$ cat src/rtl/matmul_sequencer.sv
// matmul_sequencer: loads two NxN operand matrices as a serial element stream,
// then time-multiplexes a single multiply-accumulate over all N^3 products and
// stores the truncated results in a combinationally readable bank.
//
// state  | meaning
// -------+-----------------------------------------------------------
// S_LOAD | accepting operand elements (A row-major, then B row-major)
// S_WAIT | operands held; waiting for start or reload
// S_CALC | one MAC per cycle over t = 0..N^3-1
module matmul_sequencer #(
    parameter int  WIDTH = 8,
    parameter int  N     = 2,
    localparam int IW    = (N > 1) ? $clog2(N) : 1
) (
    input  logic             clk,
    input  logic             rst,
    input  logic             in_valid,
    input  logic [WIDTH-1:0] in_data,
    output logic             in_ready,
    input  logic             start,
    input  logic             reload,
    output logic             busy,
    output logic             done,
    output logic             res_valid,
    output logic             ovf,
    input  logic [IW-1:0]    rd_row,
    input  logic [IW-1:0]    rd_col,
    output logic [WIDTH-1:0] rd_data
);

    localparam int NN  = N * N;
    localparam int NNN = NN * N;
    localparam int EW  = $clog2(2 * NN);
    localparam int TW  = (NNN > 1) ? $clog2(NNN) : 1;
    // Wide enough for N products of two WIDTH-bit values, so it never wraps.
    localparam int AW  = 2 * WIDTH + IW;

    typedef enum logic [1:0] {S_LOAD, S_WAIT, S_CALC} state_t;

    state_t           state_q, state_d;
    logic [EW-1:0]    e_q, e_d;
    logic [TW-1:0]    t_q, t_d;
    logic [AW-1:0]    acc_q, acc_d;
    logic [WIDTH-1:0] a_q [N][N];
    logic [WIDTH-1:0] a_d [N][N];
    logic [WIDTH-1:0] b_q [N][N];
    logic [WIDTH-1:0] b_d [N][N];
    logic [WIDTH-1:0] res_q [N][N];
    logic [WIDTH-1:0] res_d [N][N];
    logic             done_q, done_d;
    logic             res_valid_q, res_valid_d;
    logic             ovf_q, ovf_d;

    logic [IW-1:0]    ld_row, ld_col;
    logic [IW-1:0]    mi, mj, mk;
    logic [AW-1:0]    acc_next;

    // Decode load position from e and MAC indices i/j/k from t.
    always_comb begin
        ld_row   = IW'((int'(e_q) % NN) / N);
        ld_col   = IW'(int'(e_q) % N);
        mi       = IW'(int'(t_q) / NN);
        mj       = IW'((int'(t_q) / N) % N);
        mk       = IW'(int'(t_q) % N);
        acc_next = ((mk == IW'(0)) ? '0 : acc_q)
                 + AW'(a_q[mi][mk]) * AW'(b_q[mk][mj]);
    end

    // Next-state and datapath updates for the LOAD/WAIT/CALC sequence.
    always_comb begin
        state_d     = state_q;
        e_d         = e_q;
        t_d         = t_q;
        acc_d       = acc_q;
        a_d         = a_q;
        b_d         = b_q;
        res_d       = res_q;
        done_d      = 1'b0;
        res_valid_d = res_valid_q;
        ovf_d       = ovf_q;

        case (state_q)
            S_LOAD: begin
                if (in_valid) begin
                    if (int'(e_q) < NN) a_d[ld_row][ld_col] = in_data;
                    else                b_d[ld_row][ld_col] = in_data;
                    if (e_q == EW'(2 * NN - 1)) begin
                        e_d     = '0;
                        state_d = S_WAIT;
                    end else begin
                        e_d = e_q + 1'b1;
                    end
                end
            end
            S_WAIT: begin
                // start has priority over reload
                if (start) begin
                    state_d     = S_CALC;
                    t_d         = '0;
                    acc_d       = '0;
                    ovf_d       = 1'b0;
                    res_valid_d = 1'b0;
                end else if (reload) begin
                    state_d = S_LOAD;
                    e_d     = '0;
                end
            end
            S_CALC: begin
                acc_d = acc_next;
                if (mk == IW'(N - 1)) begin
                    res_d[mi][mj] = acc_next[WIDTH-1:0];
                    if (|acc_next[AW-1:WIDTH]) ovf_d = 1'b1;
                end
                if (t_q == TW'(NNN - 1)) begin
                    t_d         = '0;
                    state_d     = S_WAIT;
                    done_d      = 1'b1;
                    res_valid_d = 1'b1;
                end else begin
                    t_d = t_q + 1'b1;
                end
            end
            default: state_d = S_LOAD;
        endcase
    end

    // State and storage registers with synchronous reset.
    always_ff @(posedge clk) begin
        if (rst) begin
            state_q     <= S_LOAD;
            e_q         <= '0;
            t_q         <= '0;
            acc_q       <= '0;
            a_q         <= '{default: '0};
            b_q         <= '{default: '0};
            res_q       <= '{default: '0};
            done_q      <= 1'b0;
            res_valid_q <= 1'b0;
            ovf_q       <= 1'b0;
        end else begin
            state_q     <= state_d;
            e_q         <= e_d;
            t_q         <= t_d;
            acc_q       <= acc_d;
            a_q         <= a_d;
            b_q         <= b_d;
            res_q       <= res_d;
            done_q      <= done_d;
            res_valid_q <= res_valid_d;
            ovf_q       <= ovf_d;
        end
    end

    // Combinational result read; addresses outside the matrix read as zero.
    always_comb begin
        rd_data = '0;
        if (int'(rd_row) < N && int'(rd_col) < N) rd_data = res_q[rd_row][rd_col];
    end

    assign in_ready  = (state_q == S_LOAD);
    assign busy      = (state_q == S_CALC);
    assign done      = done_q;
    assign res_valid = res_valid_q;
    assign ovf       = ovf_q;

endmodule

$ cat config.mk
export PLATFORM = sky130hd
export DESIGN_NAME = matmul_sequencer
export DESIGN_NICKNAME = d
export VERILOG_FILES = /design/src/rtl/matmul_sequencer.sv
export SDC_FILE = /design/constraint.sdc
export NUM_CORES = 1
export LEC_CHECK = 0
export BUFFER_PORTS_ARGS = -buffer_cell sky130_fd_sc_hd__buf_2
export CAP_MARGIN = 20
export CORE_ASPECT_RATIO = 0.75
export CORE_UTILIZATION = 40
export DETAILED_ROUTE_END_ITERATION = 6
export RECOVER_POWER = 25
export SYNTH_ARGS = -nofsm -noshare
export SYNTH_HDL_FRONTEND = slang
export SYNTH_SLANG_ARGS = --single-unit
$ cat constraint.sdc
create_clock -name clk -period 5.9 [get_ports clk]
set_input_delay 0.59 -clock clk [delete_from_list [all_inputs] [get_ports clk]]
set_output_delay 0.59 -clock clk [all_outputs]
set_load 0.02 [all_outputs]
=== Word level (Yosys, flattened, before mapping) ===
Cells that the tools add are included.

* Add/sub/neg operators: 3
* Multipliers: 1
* Order comparisons: 12
* Equality and inequality tests: 13
* Multiplexer cells: 53
* Bitwise logic cells: 9
* Reduce and logical (&&, ||, !) cells: 17

{| class="wikitable"
|+ Operator list
! operator !! number
|-
| $mux W16 || 11
|-
| $bwmux W32 || 3
|-
| $mux W8 || 11
|-
| $mux W17 || 2
|-
| $pmux W17 S2 || 1
|-
| $demux W16 S1 || 2
|-
| $mux W3 || 6
|-
| $add A17 B16 Y17 || 1
|-
| $demux W8 S1 || 2
|-
| $mul A8 B8 Y16 || 1
|-
| $ge A2 B2 Y1 const B || 7
|-
| $not A1 Y2 || 7
|-
| $pmux W3 S2 || 2
|-
| $reduce_and A4 Y1 || 3
|-
| $mux W2 || 5
|-
| $reduce_and A3 Y1 || 3
|-
| $reduce_or A9 Y1 || 1
|-
| $lt A2 B1 Y1 const B || 4
|-
| $ne A2 B1 Y1 const B || 4
|-
| $ne A2 B2 Y1 const B || 4
|-
| $add A3 B1 Y3 const B || 2
|-
| $eq A3 B3 Y1 const B || 2
|-
| $pmux W2 S3 || 1
|-
| $mux W1 || 5
|-
| other kinds (11) || 18
|}

* Flip-flop bits (word level): 124
* Input bits: 15
* Output and inout port bits: 13
* Word-level logic and storage cells: 127

=== Logic depth before layout (Yosys ltp) ===
Gate-level depths: netlist of the first run.

* Depth in word-level cells: 13
* Depth in mapped cells: 22
* Mapped depth without buffers: 19

=== Least setup slack after synthesis of the first run ===
No wires, ideal clock.

* Kind: register to register
* Start point: register t_q[1]
* End point: register ovf_q (netlist: ovf)
* Library setup time: 0.136 ns
* Arrival time: 5.285 ns
* Data required time: 5.764 ns
* Path slack: 0.479 ns
* Stages on the path, launching flop included: 18
* Buffers on the path: 2
* Period minus slack after synthesis: 5.421 ns
* Cells stage by stage: dfxtp_1 clkbuf_1 buf_2 mux4_2 and2_1 fa_1 fa_1 fa_1 inv_1 fa_1 inv_1 ha_1 a2111oi_0 a21oi_1 a41oi_1 xnor2_1 nor3_1 a221oi_2

* Cells in the longest elaborated chain, start to end: 9

{| class="wikitable"
|+ RTL lines
! item !! line !! source
|-
| start: declaration || 42 || <nowiki>logic [TW-1:0] t_q, t_d;</nowiki>
|-
| start signal: assignment || 143 || <nowiki>t_q <= t_d;</nowiki>
|-
| $not A1 Y2 (implied by the code) || 66 || <nowiki>+ AW'(a_q[mi][mk]) * AW'(b_q[mk][mj]);</nowiki>
|-
| $mux W8 (implied by the code) (3 in a row) || 66 ||
|-
| $mul A8 B8 Y16 || 66 ||
|-
| $add A17 B16 Y17 || 66 ||
|-
| $reduce_or A9 Y1 || 112 || <nowiki>if (|acc_next[AW-1:WIDTH]) ovf_d = 1'b1;</nowiki>
|-
| $ne A2 B1 Y1 (no source line) || n/a ||
|-
| $reduce_and A4 Y1 (no source line) || n/a ||
|-
| end signal: assignment || 150 || <nowiki>ovf_q <= ovf_d;</nowiki>
|-
| end: declaration || 52 || <nowiki>logic ovf_q, ovf_d;</nowiki>
|}

Every way passes these cells. The select of a mux whose other input is x is not followed.
A chain may end at the register's enable or synchronous reset.

=== Worst setup path in the final report of the first run ===
* Start point: register t_q[0]
* End point: register ovf_q (netlist: ovf)

* Cells in the longest elaborated chain, start to end: 12
* Elaborated cells on any way between the ends: 17
* Classes of those cells: add/sub: 1; mul: 1; eq/ne: 2; mux: 10; bitwise: 1; reduce/logical: 2

{| class="wikitable"
|+ RTL lines
! item !! line
|-
| $not A1 Y2 (implied by the code) || 66
|-
| $mux W16 (implied by the code) (3 in a row) || 66
|-
| $mux W8 (implied by the code) (3 in a row) || 66
|-
| $mul A8 B8 Y16 || 66
|-
| $add A17 B16 Y17 || 66
|-
| $reduce_or A9 Y1 || 112
|-
| $ne A2 B1 Y1 (no source line) || n/a
|-
| $reduce_and A4 Y1 (no source line) (*) || n/a
|}

Mark *: on every way between the ends. The rest lies on a longest branch, timed or not. The select of a mux whose other input is x is not followed.

==> summary.md, run 1 <==
| Metric | Value |
|---|---|
| Outcome | `complete, but fails checks` |
| Failing checks | `max-capacitance violations, max-slew violations` |
| HPWL Detailed | `about 13 mm` |
| Worst Path Max Fanout | `13` |
| First-pass GRT wire length | `~32 mm` |
| Number of H-tree levels | `4` |
| Via count | `between 5,000 and 6,000` |
| Ports | `28` |
| Die Ht | `122.8 um` |
| R2R depth | `15` |
| Number of synthesized flops with an enable pin | `0` |
| CTS Buf Count | `17` |
| Post-CTS Setup Inserts | `0` |
| Worst Skew | `~0.014 ns` |
| Max VDD drop | `0.1322 mV` |
| CTS Hold Buffers Added | `0` |
| Synthesized area per cell | `8.874 um2` |
| Crit path to | `ovf` |
| Power per cell area | `between 200 and 250 mW/mm2` |
| Remaining Overflow, GRT | `0` |
| Syn Inst Count | `approximately 880` |
| Pin count of the biggest net entering global routing | `just under 100` |
| Reg-to-reg endpoint | `ovf` |
| Cell Area, Synth | `0.007782 mm2` |
| Final period util | `between 90% and 100%` |
| Synthesized flop and latch total | `roughly 120` |
| Worst hold margin | `about 0.45 ns` |
| Sequential cell area fraction in the yosys report | `31.90%` |
| Nets | `between 900 and 1,000` |
| Final setup fails | `0` |
| Antenna violations before repair | `0` |
| Vias in the first global route | `about 5,900` |
| Area growth syn-to-layout | `11.09%` |
| Unrepaired setup endpoints after global routing | `false` |
| Number of remaining DRC errors | `0` |
| Ys Warns | `0` |
| Drt pass-1 iters | `5` |
| Clk Latency, worst-skew pair | `roughly 0.42 ns` |
| Clk sinks | `~120` |
| All-layer global routing usage | `20.61%` |
| Worst rel slew slack | `-7.486%` |
| Syn nets | `987` |
| Root buffer cell | `clkbuf_16` |
| CP endpoint kind | `register` |
| I/O Buffers | `27` |
| Post-CTS sizing | `0` |
| CP arrival | `about 6 ns` |
| Routed wire length | `between 15 and 20 mm` |
| Async SR Flop Fraction | `0%` |
| Crit path required time | `6.14 ns` |
| Share of post-route cells with drive strength above 1 | `between 10 and 15%` |
| Max-Cap Viols | `2` |
| FF-to-FF setup slack | `approximately 0.26 ns` |
| Kind of critical path | `register to register` |
| Core area | `0.01878 mm2` |
| Max Clk Rate | `between 150 and 200 MHz` |
| Final Critical Period | `about 5.6 ns` |
| Fin worst setup slack | `between 0.2 and 0.3 ns` |
| Leakage | `~3.7 nW` |
| Gp weighted congestion | `between 0.8 and 0.9` |
| Final Core Density | `a little under half` |
| RR Startpoint | `t_q[0]` |
| DR iter-0 viols | `~470` |
| Worst Setup SP | `t_q[0]` |
| Placement Rows | `43` |
| Worst-path clk slew | `0.06 ns` |
| Library cells used by synthesis | `46` |
| Wire per inst | `roughly 16 um` |
| Initial Utilization | `roughly two fifths` |
| Setup TNS | `0 ns` |
| Via/cell ratio | `roughly 5.2` |
| Die ar. | `0.02002 mm2` |
| Clk buf depth | `2` |
| Diodes inserted | `0` |
| Pre-CTS setup slack | `between 0.2 and 0.25 ns` |
| Worst Tran Pin Value | `1.612 ns` |
| Worst setup SP type | `register` |
| Die W | `about 160 um` |
| Filler instances | `1,847` |
| Final slew viol count | `between 70 and 80` |
| HP Class | `register to register` |
| TritonCTS clock tree | `done` |
| Synth Flop Type | `dfxtp_1` |
| Post-route ant nets | `0` |
| Fin. Hold Viols | `0` |
## synthesized netlist by cell type (2+ instances only)
cell	n	area share, %
nor3b_1	2	0.19
nand3_1	64	4.1
o211ai_1	2	0.19
a211oi_1	4	0.39
a21o_1	4	0.39
a22oi_1	17	1.6
clkbuf_1	36	1.7
inv_1	92	4.4
nand2_1	128	6.2
dfxtp_1	124	32
xor2_1	4	0.45
ha_1	45	7.2
a21oi_1	81	5.2
xnor2_1	10	1.1
nor3_1	2	0.13
mux4_2	24	6.9
and2_1	41	3.3
mux2i_1	28	3.6
buf_1	3	0.14
a32oi_1	2	0.23
o21a_1	2	0.19
fa_1	50	13
buf_2	11	0.71
nor2_1	69	3.3
nand2b_1	7	0.56
o21ai_0	5	0.32
## report_power, final
part           switching (mW)  total, mW  internal (mW)  leakage (nW)
Sequential            0.00577      0.853          0.847          1.00
Clock                   0.409      0.990          0.581         0.264
Combinational          0.0702     0.0941         0.0239          2.43
Total                   0.484       1.94           1.45          3.69
## routing by layer
metal / part of all wire, % / wire (um) / up-vias / GRT usage, %
li1: - / - / 2926 / -
met1: 52 / 9817 / 2915 / 30.83
met2: 42 / 7849 / 136 / 29.87
met3: 5.1 / 957 / 14 / 4.427
met4: 1.0 / 190 / 0 / 5.140
met5: 0 / 0 / - / 0
## how the worst min path moves through the flow
stage / start / end / cells after the start
global placement: a_q[4] / a_q[4] / 2
finish: b_q[5] / b_q[5] / 2
floorplan: a_q[10] / a_q[10] / 2
CTS: b_q[13] / b_q[13] / 2
detailed placement: b_q[13] / b_q[13] / 2
global route: b_q[13] / b_q[13] / 2
## layout make-up
type	count	area (um2)	area share, %
clock buffer	19	432.9	5.007
clock inverter	13	116.4	1.346
inverter	92	345.3	3.994
multi-input combinational	609	4746	54.89
sequential	124	2485	28.74
tap	247	309.0	3.575
timing repair buffer	39	211.5	2.446
## kinds of logic after synthesis
logic type,share of synthesized area [%]
simple gates,18.86
compound gates,9.839
xor+xnor,1.575
mux,10.55
fa+ha+maj,20.10
flops,31.90
buf+inv,7.186
## flip-flops by register name, indices dropped and copies added (netlist names)
| register | flops |
|---|---|
| a_q | 32 |
| b_q | 32 |
| res_q | 32 |
| acc_q | 17 |
| e_q | 3 |
| t_q | 3 |
| state_q | 2 |
| done | 1 |
| ovf | 1 |
| res_valid | 1 |
## placed cells by master (no fill, tap or decap), types with 5 or more instances in the layout
cell type  instances
ha_1              45
fa_1              50
mux2i_1           28
clkbuf_16         17
nor2_1            69
o21ai_0            5
nand2_1          128
mux4_2            24
buf_4             10
a22oi_1           17
xnor2_1           10
and2_1            41
nand3_1           64
buf_2             22
dfxtp_1          122
a21oi_1           81
clkbuf_1           9
nand2b_1           7
inv_1             92
## worst max-delay path, stage by stage, from the launching register on
cell	delay, ns
dfxtp_2	0.62
mux4_2	0.71
and2_1	0.23
fa_1	0.53
fa_1	0.44
fa_1	0.54
inv_1	0.05
fa_1	0.53
inv_1	0.04
ha_1	0.36
a2111oi_0	0.46
a21oi_1	0.19
a41oi_1	0.28
xnor2_1	0.11
nor3_1	0.27
a221oi_2	0.09
## through the flow
stage	cell area (um2)	power [mW]	std cells
finish	8646	1.936	1143
global route	8646	2.002	1143
CTS	8661	1.954	1143
detailed placement	8112	0.9644	1111
global placement	8112	0.9633	1111
floorplan	7782	0.9326	877
(Power assumes the default switching activity.)
==> inputs of run 2 (changes only) <==
--- a/config.mk
+++ b/config.mk
@@ -10,6 +10,7 @@
 export CORE_ASPECT_RATIO = 0.75
 export CORE_UTILIZATION = 40
 export DETAILED_ROUTE_END_ITERATION = 6
+export PLACE_DENSITY = 0.56
 export RECOVER_POWER = 25
 export SYNTH_ARGS = -nofsm -noshare
 export SYNTH_HDL_FRONTEND = slang
==> run 2 against run 1 <==
The flow still finishes with violations (max-capacitance violations, max-slew violations). Sequential power hardly changed. Count of clock-buffer cells in the layout is 1 lower. Maximum frequency grew 3.3%. Power grew 3.1%. Core utilization is 0.13 points higher. Cell count decreased by 0.26%. Non-clock buffer count shrank 2. Sequential share of layout area decreased by 0.079 points. Sequential cell count stayed put. First-iteration DRC count grew 3.2%. Hold slack gained 0.00065 ns. Critical path depth rose by 3.
==> summary.md, run 2 (synthesis results as in run 1) <==
| Metric | Value |
|---|---|
| Antenna violations before repair | `0 (unchanged)` |
| Top flop regs | `a_q x32, b_q x32, res_q x32` |
| Vias in the first global route | `5,857 (-1.2%)` |
| Power per cell area | `230.2 mW/mm2 (+2.8%)` |
| Worst path max stage delay | `0.55 ns (-0.16 ns)` |
| Outcome | `complete, but fails checks` |
| TritonCTS clock tree | `done` |
| Crit path required time | `6.18 ns (+0.04 ns)` |
| Final period util | `92.58% (-3.1 points)` |
| Worst Setup SP | `t_q[0]` |
| Routed wire length | `19.30 mm (+2.6%)` |
| First-pass GRT wire length | `32.25 mm (+2.0%)` |
| Worst setup SP type | `register` |
| Die W | `163.1 um (unchanged)` |
| Wire length on met1 | `10.41 mm (+6.0%)` |
| Worst Tran Pin Value | `1.623 ns (+0.01040 ns)` |
| Gp weighted congestion | `0.8404 (+0.95%)` |
| Max VDD drop | `0.1540 mV (+17%)` |
| Worst rel slew slack | `-8.180% (-0.69 points)` |
| Share of post-route cells with drive strength above 1 | `11.20% (+0.15 points)` |
| Crit path buf inv count | `4 (+2)` |
| Metal2 WL | `7.750 mm (-1.3%)` |
| Clk sinks | `124 (unchanged)` |
| Placement Rows | `43 (unchanged)` |
| HPWL Detailed | `14.01 mm (+4.8%)` |
| Remaining Overflow, GRT | `0 (unchanged)` |
| Core area | `0.01878 mm2 (unchanged)` |
| Commonest non-fill, non-tap cell in the layout | `nand2_1` |
| Number of H-tree levels | `4 (unchanged)` |
| Fin. Hold Viols | `0 (unchanged)` |
| WL met3 | `928 um (-3.0%)` |
| Max Clk Rate | `183.1 MHz (+3.3%)` |
| Die ar. | `0.02002 mm2 (unchanged)` |
| CTS Buf Count | `17 (unchanged)` |
| Nets | `991 (-0.20%)` |
| Post-route insts no fill | `1,140 (-0.26%)` |
| Final setup fails | `0 (unchanged)` |
| Final Core Density | `46.17% (+0.13 points)` |
| CP endpoint kind | `register` |
| Via count | `5,958 (-0.55%)` |
| DP Cell Count | `1,109 (-0.18%)` |
| Delay-heaviest family, CP | `adder cells` |
| Kind of critical path | `register to register` |
| Number of remaining DRC errors | `0 (unchanged)` |
| Post-CTS Setup Inserts | `0 (unchanged)` |
| RR Startpoint | `t_q[0]` |
| Ports | `28 (unchanged)` |
| Worst Path Max Fanout | `12 (-1)` |
| Post-route ant nets | `0 (unchanged)` |
| Area growth syn-to-layout | `11.40%` |
| Clk buf depth | `2 (unchanged)` |
| Diodes inserted | `0 (unchanged)` |
| Slowest CP cell | `dfxtp_2` |
| All-layer global routing usage | `21.35% (+0.74 points)` |
| HP Class | `register to register` |
| CTS Hold Buffers Added | `0 (unchanged)` |
| CP arrival | `5.74 ns (-0.15 ns)` |
| I/O Buffers | `27 (unchanged)` |
| Root buffer cell | `clkbuf_16` |
| DR iter-0 viols | `483 (+3.2%)` |
| Crit path cell chain | `buf_4 > mux4_2 > nand2_1 > fa_1 > fa_1 > inv_1 > fa_1 > inv_1 > fa_1 > inv_1 > ha_1 > o211ai_2 > o211ai_1 > nand2_1 > xnor2_1 > or3_1 > nor4_2 > a221oi_2` |
| Initial Utilization | `41.45% (unchanged)` |
| Clk Latency, worst-skew pair | `0.43 ns (about the same)` |
| Via/cell ratio | `5.226 (-0.29%)` |
| Filler instances | `1,893 (+2.5%)` |
| Max-Cap Viols | `1 (-1)` |
| Wire per inst | `16.93 um (+2.9%)` |
| Die Ht | `122.8 um (unchanged)` |
| Drt pass-1 iters | `5 (unchanged)` |
| Failing checks | `max-capacitance violations, max-slew violations` |
| Setup TNS | `0 ns (unchanged)` |
| Min-delay src | `b_q[28]` |
| Top Metal Used | `met4` |
| Pin count of the biggest net entering global routing | `81 (-16%)` |
| Most frequent cells in the layout | `nand2_1 (128), dfxtp_1 (122), inv_1 (92), a21oi_1 (81), nor2_1 (69)` |
| Worst Skew | `0.01321 ns (-0.001249 ns)` |
| Unrepaired setup endpoints after global routing | `false` |
| Worst-path clk slew | `0.06 ns (about the same)` |
| Leakage | `3.706 nW (+0.31%)` |
| Most used cell, CP | `fa_1` |
| Final slew viol count | `37 (-50%)` |
| Final Critical Period | `5.462 ns (-0.1822 ns)` |
==> run 2: changes by cell type in the layout (fill, tap and decap cells not counted), sizes merged <==
cell	change
clkbuf	-3
inv	-2
bufinv	+1
clkinv	+1
==> run 2: final cells by class <==
type	count	area (um2)	area share, %
sequential	124	2485	28.66
timing repair buffer	37	203.9	2.352
inverter	92	345.3	3.983
clock buffer	18	439.2	5.066
multi-input combinational	609	4746	54.74
clock inverter	13	141.4	1.631
tap	247	309.0	3.565
==> run 2: tightest hold or removal path, cell delays in order (launching register included) <==
cell     delay, ns
dfxtp_1       0.30
nand2_1       0.05
a21oi_1       0.05
==> run 2: per-stage QoR <==
stage	power (mW)	cell area [um2]	hold slack, ns	setup WS (ns)
after global routing	2.060	8670	0.4780	0.01401
after floorplan	0.9326	7782	0.4331	0.4793
final	1.996	8670	0.4533	0.4376
after CTS	2.016	8677	0.4549	0.3141
after global placement	0.9630	8097	0.4406	0.4335
after detailed placement	0.9644	8097	0.4472	0.3303
==> run 2: power by group <==
part | internal [mW] | switching [mW] | leakage, nW | total [mW]
logic | 0.0239 | 0.0690 | 2.43 | 0.0930
clock network | 0.632 | 0.418 | 0.279 | 1.05
registers | 0.847 | 0.00568 | 1.00 | 0.853
total | 1.50 | 0.493 | 3.71 | 2.00
==> run 2: final timing paths <==
kind                  end  slack, ns  cells past startpoint
setup / recovery      ovf       0.44                     18
hold / removal    b_q[28]       0.45                      2
hold reg to reg   b_q[28]       0.45                      2
setup reg to reg      ovf       0.44                     18
==> run 2: routing by layer <==
layer  vias to the layer above  GRT usage, %
met5                         -             0
met4                         0         6.425
met3                        18         3.886
met2                       123         29.52
met1                      2903         33.11
li1                       2914             -
==> run 2: what timing repair did <==
action | in CTS | in global routing
hold endpoints to repair | 0 | 0
endpoints found under the setup margin | 0 | 1
resized for setup | 0 | 1
==> inputs of run 3 (changes only) <==
--- a/config.mk
+++ b/config.mk
@@ -5,12 +5,12 @@
 export SDC_FILE = /design/constraint.sdc
 export NUM_CORES = 1
 export LEC_CHECK = 0
-export BUFFER_PORTS_ARGS = -buffer_cell sky130_fd_sc_hd__buf_2
 export CAP_MARGIN = 20
 export CORE_ASPECT_RATIO = 0.75
 export CORE_UTILIZATION = 40
 export DETAILED_ROUTE_END_ITERATION = 6
-export PLACE_DENSITY = 0.56
+export DONT_BUFFER_PORTS = 1
+export PLACE_DENSITY = 0.54
 export RECOVER_POWER = 25
 export SYNTH_ARGS = -nofsm -noshare
 export SYNTH_HDL_FRONTEND = slang
==> run 3 against run 2 <==
The run still ends with max-capacitance violations, max-slew violations left. Via count shrank 1.1%. Sequential share of layout area rose by 0.60 points. Wire length fell by 0.56%. First-iteration DRC count is 2.9% lower. Die area is the same. Core utilization down 0.91 points. Global-route usage down 0.30 points. Count of clock-buffer cells in the layout is 1 higher. Critical endpoint unchanged. Largest cell class unchanged. Largest power group unchanged.
==> summary.md, run 3 (synthesis results as in run 1) <==
| Metric | Value |
|---|---|
| Worst setup SP type | `register` |
| DR iter-0 viols | `469 (-2.9%)` |
| Via count | `5,891 (-1.1%)` |
| Most frequent cells in the layout | `nand2_1 (128), dfxtp_1 (122), inv_1 (92), a21oi_1 (81), nor2_1 (69)` |
| Antenna violations before repair | `0 (unchanged)` |
| Worst-path clk slew | `0.06 ns (about the same)` |
| Worst Tran Pin Value | `1.648 ns (+0.02533 ns)` |
| First-pass GRT wire length | `32.42 mm (+0.54%)` |
| Kind of critical path | `register to register` |
| Root buffer cell | `clkbuf_16` |
| Pre-CTS setup slack | `0.2650 ns (-0.06526 ns)` |
| TritonCTS clock tree | `done` |
| Leakage | `3.583 nW (-3.3%)` |
| Clk buf depth | `2 (unchanged)` |
| Unrepaired setup endpoints after global routing | `false` |
| HP Class | `input port to register` |
| R2R depth | `16 (-2)` |
| Core area | `0.01878 mm2 (unchanged)` |
| HPWL Detailed | `13.62 mm (-2.8%)` |
| Clk sinks | `124 (unchanged)` |
| Diodes inserted | `0 (unchanged)` |
| All-layer global routing usage | `21.05% (-0.30 points)` |
| Crit path required time | `6.21 ns (+0.03 ns)` |
| Post-route insts no fill | `1,114 (-2.3%)` |
| DP Cell Count | `1,082 (-2.4%)` |
| Worst path max stage delay | `0.55 ns (about the same)` |
| Commonest non-fill, non-tap cell in the layout | `nand2_1` |
| Die Ht | `122.8 um (unchanged)` |
| CTS Buf Count | `17 (unchanged)` |
| Failing checks | `max-capacitance violations, max-slew violations` |
| Final slew viol count | `47 (+27%)` |
| CP arrival | `5.74 ns (about the same)` |
| Post-route ant nets | `0 (unchanged)` |
| Slowest CP cell | `fa_1` |
| Number of remaining DRC errors | `0 (unchanged)` |
| Setup TNS | `0 ns (unchanged)` |
| Final Critical Period | `5.431 ns (-0.03148 ns)` |
| Worst Skew | `0.01386 ns (+0.0006508 ns)` |
| Drt pass-1 iters | `5 (unchanged)` |
| WHS Path Cells | `1 (-1)` |
| Pin count of the biggest net entering global routing | `125 (+54%)` |
| Max Clk Rate | `184.1 MHz (+0.58%)` |
| Final period util | `92.05% (-0.53 points)` |
| Worst rel slew slack | `-9.868% (-1.7 points)` |
| Max-Cap Viols | `2 (+1)` |
| Vias in the first global route | `5,853 (-0.068%)` |
| Routed wire length | `19.20 mm (-0.56%)` |
| Area growth syn-to-layout | `9.212%` |
| Die W | `163.1 um (unchanged)` |
| Initial Utilization | `41.45% (unchanged)` |
| Top flop regs | `a_q x32, b_q x32, res_q x32` |
| Max VDD drop | `0.1437 mV (-6.7%)` |
| Wire per inst | `17.23 um (+1.8%)` |
| Delay-heaviest family, CP | `adder cells` |
| Final setup fails | `0 (unchanged)` |
| Most used cell, CP | `fa_1` |
| Ports | `28 (unchanged)` |
| Worst hold margin | `0.2411 ns (-0.2121 ns)` |
| Fin worst setup slack | `0.4690 ns (+0.03148 ns)` |
| Number of H-tree levels | `4 (unchanged)` |
| Crit path buf inv count | `3 (-1)` |
| CP endpoint kind | `register` |
| Gp weighted congestion | `0.8366 (-0.45%)` |
| Critical path depth | `16 (-2)` |
| Crit path cell chain | `buf_4 > mux4_2 > and2_1 > fa_1 > fa_1 > fa_1 > inv_1 > fa_1 > inv_1 > ha_1 > a2111oi_1 > a21oi_1 > a41oi_1 > xnor2_1 > nor3_1 > a221oi_2` |
| Clk Latency, worst-skew pair | `0.43 ns (about the same)` |
| Power per cell area | `225.4 mW/mm2 (-2.1%)` |
| Via/cell ratio | `5.288 (+1.2%)` |
| CTS Hold Buffers Added | `0 (unchanged)` |
| I/O Buffers | `0 (-100%)` |
| Remaining Overflow, GRT | `0 (unchanged)` |
| Fin. Hold Viols | `0 (unchanged)` |
| Final Core Density | `45.27% (-0.91 points)` |
| Outcome | `complete, but fails checks` |
| Worst Path Max Fanout | `18 (+6)` |
| Nets | `964 (-2.7%)` |
| Share of post-route cells with drive strength above 1 | `8.766% (-2.4 points)` |
| Placement Rows | `43 (unchanged)` |
| Die ar. | `0.02002 mm2 (unchanged)` |
==> run 3: area by class of cell <==
cell class / count / area [um2]
inverters: 92 / 345.3
fillers: 1828 / 10280
repair buffers: 10 / 71.32
well taps: 247 / 309.0
clock buffers: 19 / 442.9
clock inverters: 13 / 107.6
multi-input cells: 609 / 4736
flip-flops and latches: 124 / 2487
==> run 3: final timing paths <==
path	from	end	slack [ns]
max	t_q[0]	ovf	0.47
min	rst	a_q[29]	0.24
min reg2reg	a_q[20]	a_q[20]	0.45
max reg2reg	t_q[0]	ovf	0.47
==> run 3: worst register-to-register path: cells and delay by family, from the launching register on <==
kind,cells,cell delay (ns)
AOI/OAI and AO/OA,4,0.99
DFF,1,0.46
muxes,1,0.43
adders and majority gates,5,2.46
xor gates and xnor gates,1,0.11
and+or+nand+nor,2,0.48
buffers and inverters,3,0.39
==> run 3: through the flow <==
step	power, mW	cell area, um2
floorplan	0.9326	7782
global placement	0.9350	7959
finish	1.916	8499
global route	1.978	8499
detailed placement	0.9348	7959
CTS	1.937	8509
==> run 3: routing by layer <==
layer / GRT usage, % / wire (um) / up-vias
li1: - / - / 2862
met1: 32.37 / 10090 / 2881
met2: 28.91 / 7784 / 135
met3: 5.576 / 1159 / 13
met4: 4.381 / 157 / 0
met5: 0 / 0 / -
==> run 3: power breakdown <==
part | switching [mW] | internal, mW | leakage, nW
clock network | 0.442 | 0.559 | 0.265
logic | 0.0430 | 0.0208 | 2.32
registers | 0.00566 | 0.846 | 1.00
total | 0.490 | 1.43 | 3.58
==> run 3: what timing repair did <==
action | CTS | global route
resized for setup | 0 | 3
buffers inserted | 0 | 0
setup endpoints to repair | 0 | 3
